--- src/rtl/id_ex_hazard_reg_pkg.sv ---
// Purpose: shared control-bundle layout and encodings for the ID/EX stage.
// Latency: n/a (constants only).
// Backpressure: n/a.
// Contents: id_ctrl bit positions, reg_dst encodings, the jal link register.
package id_ex_hazard_reg_pkg;

  // id_ctrl = {reg_write, alu_src, mem_read, mem_write,
  //            mem_to_reg[1:0], reg_dst[1:0], alu_ctrl[2:0]}
  localparam int CTRL_W              = 11;
  localparam int CTRL_REG_WRITE      = 10;
  localparam int CTRL_ALU_SRC        = 9;
  localparam int CTRL_MEM_READ       = 8;
  localparam int CTRL_MEM_WRITE      = 7;
  localparam int CTRL_MEM_TO_REG_MSB = 6;
  localparam int CTRL_MEM_TO_REG_LSB = 5;
  localparam int CTRL_REG_DST_MSB    = 4;
  localparam int CTRL_REG_DST_LSB    = 3;
  localparam int CTRL_ALU_CTRL_MSB   = 2;
  localparam int CTRL_ALU_CTRL_LSB   = 0;

  typedef enum logic [1:0] {
    REG_DST_RT   = 2'b00,
    REG_DST_RD   = 2'b01,
    REG_DST_LINK = 2'b10,
    REG_DST_ZERO = 2'b11
  } reg_dst_e;

  // jal writes its return address here.
  localparam int LINK_REG = 31;

endpackage

--- src/rtl/id_ex_hazard_reg_hazard_detect.sv ---
// Purpose: combinational load-use and jr-dependency hazard detection.
// Latency: zero cycles (pure combinational).
// Backpressure: stall asserted means PC and IF/ID freeze and EX takes a bubble.
// Ports: EX-stage mem_read/reg_write/dst, ID-stage rs/rt/uses_rt/is_jr,
//        MEM-stage load flag and dst, flush; outputs hz_ld, hz_jr, stall.
module id_ex_hazard_reg_hazard_detect #(
  parameter int RA_W = 5
) (
  input  logic            ex_mem_read,
  input  logic            ex_reg_write,
  input  logic [RA_W-1:0] ex_dst,
  input  logic [RA_W-1:0] id_rs,
  input  logic [RA_W-1:0] id_rt,
  input  logic            id_uses_rt,
  input  logic            id_is_jr,
  input  logic            mem_mem_read,
  input  logic [RA_W-1:0] mem_dst,
  input  logic            flush,
  output logic            hz_ld,
  output logic            hz_jr,
  output logic            stall
);

  logic ex_dst_nz;
  logic rs_nz;

  assign ex_dst_nz = (ex_dst != '0);
  assign rs_nz     = (id_rs != '0);

  // Load in EX feeding a source of the ID instruction; $0 is never a real
  // dependency.
  assign hz_ld = ex_mem_read & ex_dst_nz &
                 ((ex_dst == id_rs) | (id_uses_rt & (ex_dst == id_rt)));

  // jr resolves its target in ID, so it must wait for any producer still in
  // EX, and additionally for a load in MEM (its data is not ready until WB).
  assign hz_jr = id_is_jr & rs_nz &
                 ((ex_reg_write & (ex_dst == id_rs)) |
                  (mem_mem_read & (mem_dst == id_rs)));

  // A flushed decode instruction is discarded anyway, so stalling for it
  // would only waste a cycle.
  assign stall = (hz_ld | hz_jr) & ~flush;

endmodule

--- src/rtl/id_ex_hazard_reg.sv ---
// Purpose: ID/EX pipeline register with hazard-driven bubble insertion and flush.
// Latency: one cycle ID->EX.
// Backpressure: on a hazard pc_write/if_id_write drop the same cycle and EX gets a bubble.
// Ports: clk/rst (sync, active high); id_* decode bundle in; mem_* EX/MEM
//        lookahead; flush; ex_* registered bundle out; pc_write, if_id_write
//        (combinational); stall_count (saturating bubble count).
module id_ex_hazard_reg
  import id_ex_hazard_reg_pkg::*;
#(
  parameter int DATA_W = 32,
  parameter int RA_W   = 5,
  parameter int CNT_W  = 16
) (
  input  logic              clk,
  input  logic              rst,
  input  logic [CTRL_W-1:0] id_ctrl,
  input  logic              id_is_jr,
  input  logic              id_uses_rt,
  input  logic [DATA_W-1:0] id_rd1,
  input  logic [DATA_W-1:0] id_rd2,
  input  logic [DATA_W-1:0] id_imm,
  input  logic [DATA_W-1:0] id_pc4,
  input  logic [RA_W-1:0]   id_rs,
  input  logic [RA_W-1:0]   id_rt,
  input  logic [RA_W-1:0]   id_rd,
  input  logic              flush,
  input  logic              mem_reg_write,
  input  logic              mem_mem_read,
  input  logic [RA_W-1:0]   mem_dst,
  output logic [CTRL_W-1:0] ex_ctrl,
  output logic [DATA_W-1:0] ex_rd1,
  output logic [DATA_W-1:0] ex_rd2,
  output logic [DATA_W-1:0] ex_imm,
  output logic [DATA_W-1:0] ex_pc4,
  output logic [RA_W-1:0]   ex_rs,
  output logic [RA_W-1:0]   ex_rt,
  output logic [RA_W-1:0]   ex_dst,
  output logic              pc_write,
  output logic              if_id_write,
  output logic [CNT_W-1:0]  stall_count
);

  logic            hz_ld;
  logic            hz_jr;
  logic            stall;
  logic [RA_W-1:0] dst_nxt;
  reg_dst_e        reg_dst_sel;

  // A load in MEM is identified by mem_mem_read alone; the write flag is
  // carried on the interface but adds no information here.
  logic unused_mem_reg_write;
  assign unused_mem_reg_write = mem_reg_write;

  id_ex_hazard_reg_hazard_detect #(
    .RA_W(RA_W)
  ) u_hazard_detect (
    .ex_mem_read  (ex_ctrl[CTRL_MEM_READ]),
    .ex_reg_write (ex_ctrl[CTRL_REG_WRITE]),
    .ex_dst       (ex_dst),
    .id_rs        (id_rs),
    .id_rt        (id_rt),
    .id_uses_rt   (id_uses_rt),
    .id_is_jr     (id_is_jr),
    .mem_mem_read (mem_mem_read),
    .mem_dst      (mem_dst),
    .flush        (flush),
    .hz_ld        (hz_ld),
    .hz_jr        (hz_jr),
    .stall        (stall)
  );

  // Freeze signals are purely combinational so the front end holds in the
  // very cycle the hazard is seen; reset does not touch them.
  assign pc_write    = ~stall;
  assign if_id_write = ~stall;

  assign reg_dst_sel = reg_dst_e'(id_ctrl[CTRL_REG_DST_MSB:CTRL_REG_DST_LSB]);

  always_comb begin
    dst_nxt = '0;
    unique case (reg_dst_sel)
      REG_DST_RT:   dst_nxt = id_rt;
      REG_DST_RD:   dst_nxt = id_rd;
      REG_DST_LINK: dst_nxt = RA_W'(LINK_REG);
      REG_DST_ZERO: dst_nxt = '0;
      default:      dst_nxt = '0;
    endcase
  end

  // Only the control bundle is cleared for flush/bubble: a zero bundle is a
  // NOP, so the data fields simply hold and never need an extra mux input.
  always_ff @(posedge clk) begin
    if (rst) begin
      ex_ctrl     <= '0;
      ex_rd1      <= '0;
      ex_rd2      <= '0;
      ex_imm      <= '0;
      ex_pc4      <= '0;
      ex_rs       <= '0;
      ex_rt       <= '0;
      ex_dst      <= '0;
      stall_count <= '0;
    end else if (flush) begin
      ex_ctrl <= '0;
    end else if (stall) begin
      ex_ctrl <= '0;
      if (stall_count != '1) begin
        stall_count <= stall_count + CNT_W'(1);
      end
    end else begin
      ex_ctrl <= id_ctrl;
      ex_rd1  <= id_rd1;
      ex_rd2  <= id_rd2;
      ex_imm  <= id_imm;
      ex_pc4  <= id_pc4;
      ex_rs   <= id_rs;
      ex_rt   <= id_rt;
      ex_dst  <= dst_nxt;
    end
  end

endmodule

--- config.mk ---
export PLATFORM = sky130hd
export DESIGN_NAME = id_ex_hazard_reg
export DESIGN_NICKNAME = d
export VERILOG_FILES = /design/src/rtl/id_ex_hazard_reg_pkg.sv /design/src/rtl/id_ex_hazard_reg_hazard_detect.sv /design/src/rtl/id_ex_hazard_reg.sv
export SDC_FILE = /design/constraint.sdc
export NUM_CORES = 1
export LEC_CHECK = 0
export BUFFER_PORTS_ARGS = -buffer_cell sky130_fd_sc_hd__buf_2
export CAP_MARGIN = 20
export CELL_PAD_IN_SITES_DETAIL_PLACEMENT = 1
export CELL_PAD_IN_SITES_GLOBAL_PLACEMENT = 2
export CORE_UTILIZATION = 27
export DETAILED_ROUTE_END_ITERATION = 10
export GPL_TIMING_DRIVEN = 0
export PLACE_DENSITY_LB_ADDON = 0.1
export SETUP_SLACK_MARGIN = 0.1
export SYNTH_ARGS = -nofsm -noshare
export SYNTH_HDL_FRONTEND = slang
export SYNTH_SLANG_ARGS = --single-unit
export TNS_END_PERCENT = 100
--- constraint.sdc ---
create_clock -name clk -period 6.2 [get_ports clk]
set_input_delay 1.55 -clock clk [delete_from_list [all_inputs] [get_ports clk]]
set_output_delay 1.55 -clock clk [all_outputs]
set_load 0.005 [all_outputs]
==> results.yml <==
outcome:
  status: "finished clean"
route:
  num_vias: 6717
  antenna_left: 0
  wl_per_cell_um: 16.5
  drt-total-wl_mm: 24.7
  drt-initial-drc-count: 201
  vias_per_cell: 4.48
  drc: 0
  first_pass_iters: 4
timing:
  fin_skew_ns: 0.0149
  slew_headroom_pct: 44.9
  fmax_mhz: 210
  period_share_pct: 76.7
  worst_slack_ns: 1.45
  period_needed_ns: 4.75
  setup_tns_ns: 0
  rsz0062_at_grt: "false"
  setup_violations: 0
  slew_viol_final: 0
  fin_hold_ws_ns: 0.451
  worst_pin_slew_ns: 0.819
  hold_viol: 0
placement:
  postPlaceCellArea_sq_mm: 0.00909
  place.gp.congestion: 0.753
  portBuffers: 336
  dpl.cell_count: 1463
  hpwl_mm: 18.9
  dpl_worst_slack_ns: 1.43
clocking:
  clockBufferDepth: 2
  root_buffer: "clkbuf_16"
  cts.sinks: 170
  cts_buffers: 17
  htree_levels: 4
  clkLatencyLatePin_ns: 0.43
  cts_tree: "built"
  cts_resized: 0
  path_clk_slew_ns: 0.06
  holdBufCountCts: 0
  post-cts-setup-buffers: 0
yosys:
  async_flop_share_pct: 0
  synthTopCellsByArea: "dfxtp_1 (49%), nand2_1 (12%), a21oi_2 (8.8%)"
  synth_cell_types: 42
  synth-edff-count: 0
  avgSynthCellArea_sq_um: 8.78
  synth_ff_type: "dfxtp_1"
  synth-seq-cells: 170
  synth_top_area_share_pct: 48.6
  netlist_area_sq_mm: 0.00700
  synth.largest_area_cell: "dfxtp_1"
  syn_inst: 797
  synth_seq_area_share_pct: 48.6
  synth_commonest_cells: "nand2_1 (219), dfxtp_1 (170), a21oi_1 (80)"
  yosysWarnings: 0
  syn_nets: 964
  yosysMostFrequentCell: "nand2_1"
global_route:
  grt_pass1_vias: 6775
  grt_start_max_net_pins: 17
  antenna_found_initial: 9
  grt_remaining_overflow: 0
  grt_pass1_wl_mm: 37.5
  grt_usage_pct: 18.4
worst_setup_path:
  start_kind: "input pin"
  r2r-end: "ex_rd2[20]"
  cp_slowest_stage_delay_ns: 0.31
  cp_max_fo: 10
  required_ns: 4.65
  path_cells: "buf_2, xnor2_1, nand4_1, o22a_1, o22ai_1, buf_2, nand2_1, buf_4, buf_2"
  startpoint: "id_rs[4]"
  cp-endpoint: "pc_write"
  reg2reg_slack_ns: 3.68
  cpMostUsedCell: "buf_2"
  critPathKind: "in -> out"
  worstRegToRegCells: 8
  crit_path_end_kind: "output port"
  cp_slowest_cell: "o22a_1"
  arrival_ns: 3.20
  worstReg2RegStart: "ex_dst[4]"
power_and_ir_drop:
  peakVddDrop_mv: 0.131
  cellLeakagePower_nw: 4.34
  power_density_mw_per_mm2: 271
  p_total_mw: 2.63
floorplanning:
  die_width_um: 163
  io_pins: 338
  dieArea_sq_mm: 0.0266
  core-area_sq_mm: 0.0253
  initial_core_util_pct: 27.6
  rows: 58
  die-height_um: 163
min_path:
  hold_path_class: "reg -> reg"
run:
  maxCapViolCount: 0
finish:
  fin_util_pct: 38.3
  stdcell_count: 1498
  fill_cells: 3117
  layout-drive-gt1-share_pct: 46.4
  fin_nets: 1319
  fin_area_sq_mm: 0.00970
  area_growth_pct: 38.6
-- layout by cell type (no fill, tap or decap), types with 2 or more instances in the layout --
master	n
o41ai_1	2
dfxtp_1	170
or4_4	2
nand2_1	219
xnor2_1	15
or4_1	3
clkinvlp_4	3
nand4b_1	2
mux2_2	4
clkbuf_1	30
nand3_1	8
buf_6	2
a41o_1	5
buf_2	352
o31ai_1	3
and4_1	4
o21ai_4	2
a21oi_1	80
nor4_1	2
o21ai_0	2
nand4_1	3
diode_2	4
o2111ai_1	5
nor2b_1	5
a211oi_1	5
nor2_1	23
clkbuf_16	17
inv_1	6
inv_6	4
and3_1	5
a21oi_2	70
and2_1	13
nor3_1	6
buf_12	8
o22a_1	3
bufinv_16	3
nand2_2	64
buf_4	3
-- worst max-delay path, delay by kind of cell --
| family | cells | cell delay, ns |
|---|---|---|
| AOI/OAI and AO/OA | 2 | 0.54 |
| and+or+nand+nor | 2 | 0.25 |
| xor gates and xnor gates | 1 | 0.17 |
| buffers and inverters | 4 | 0.68 |
-- registers in the layout (all words and copies together), names as in the netlist --
signal,flops
ex_rs,5
ex_imm,32
ex_rt,5
ex_pc4,32
ex_ctrl,11
ex_rd1,32
ex_rd2,32
stall_count,16
ex_dst,5
-- how the worst min path moves through the flow --
stage | start | end | slack (ns) | depth (start not counted)
floorplan | ex_imm[31] | ex_imm[31] | 0.45 | 2
global placement | ex_rd1[13] | ex_rd1[13] | 0.44 | 2
detailed placement | ex_pc4[18] | ex_pc4[18] | 0.45 | 2
CTS | ex_rd1[28] | ex_rd1[28] | 0.46 | 2
global route | ex_rd1[28] | ex_rd1[28] | 0.47 | 2
finish | ex_rd2[31] | ex_rd2[31] | 0.45 | 2
-- cells by family (layout without fill, tap and decap cells) --
kind of cell	after synthesis	after routing	synth area share, %
mux	4	4	0.644
fa+ha+maj	1	1	0.179
buf+inv	64	431	5.96
xor+xnor	15	15	1.88
flops	170	170	48.6
compound gates	181	181	18.7
other cells	0	4	0
simple gates	362	362	24.0
-- power by group --
group	switching, mW	total, mW	internal [mW]
registers	0.0314	1.18	1.15
clock network	0.469	1.11	0.640
logic	0.187	0.340	0.153
total	0.688	2.63	1.94
-- layout make-up --
cell class / count / area (sq um) / area share, %
antenna: 4 / 10.0 / 0.103
inverter: 7 / 26.3 / 0.271
timing repair buffer: 336 / 1680 / 17.3
sequential: 170 / 3400 / 35.1
tap: 330 / 413 / 4.26
buffer: 57 / 390 / 4.03
multi-input combinational: 563 / 3180 / 32.7
clock inverter: 12 / 164 / 1.69
clock buffer: 19 / 433 / 4.46
-- per-layer routing --
layer	track usage, %	wire length, um
met5	0	51
met4	5.56	271
met3	6.11	1800
met2	30.9	11900
met1	22.1	10700
No activity file was read; power rests on OpenSTA's default activity.
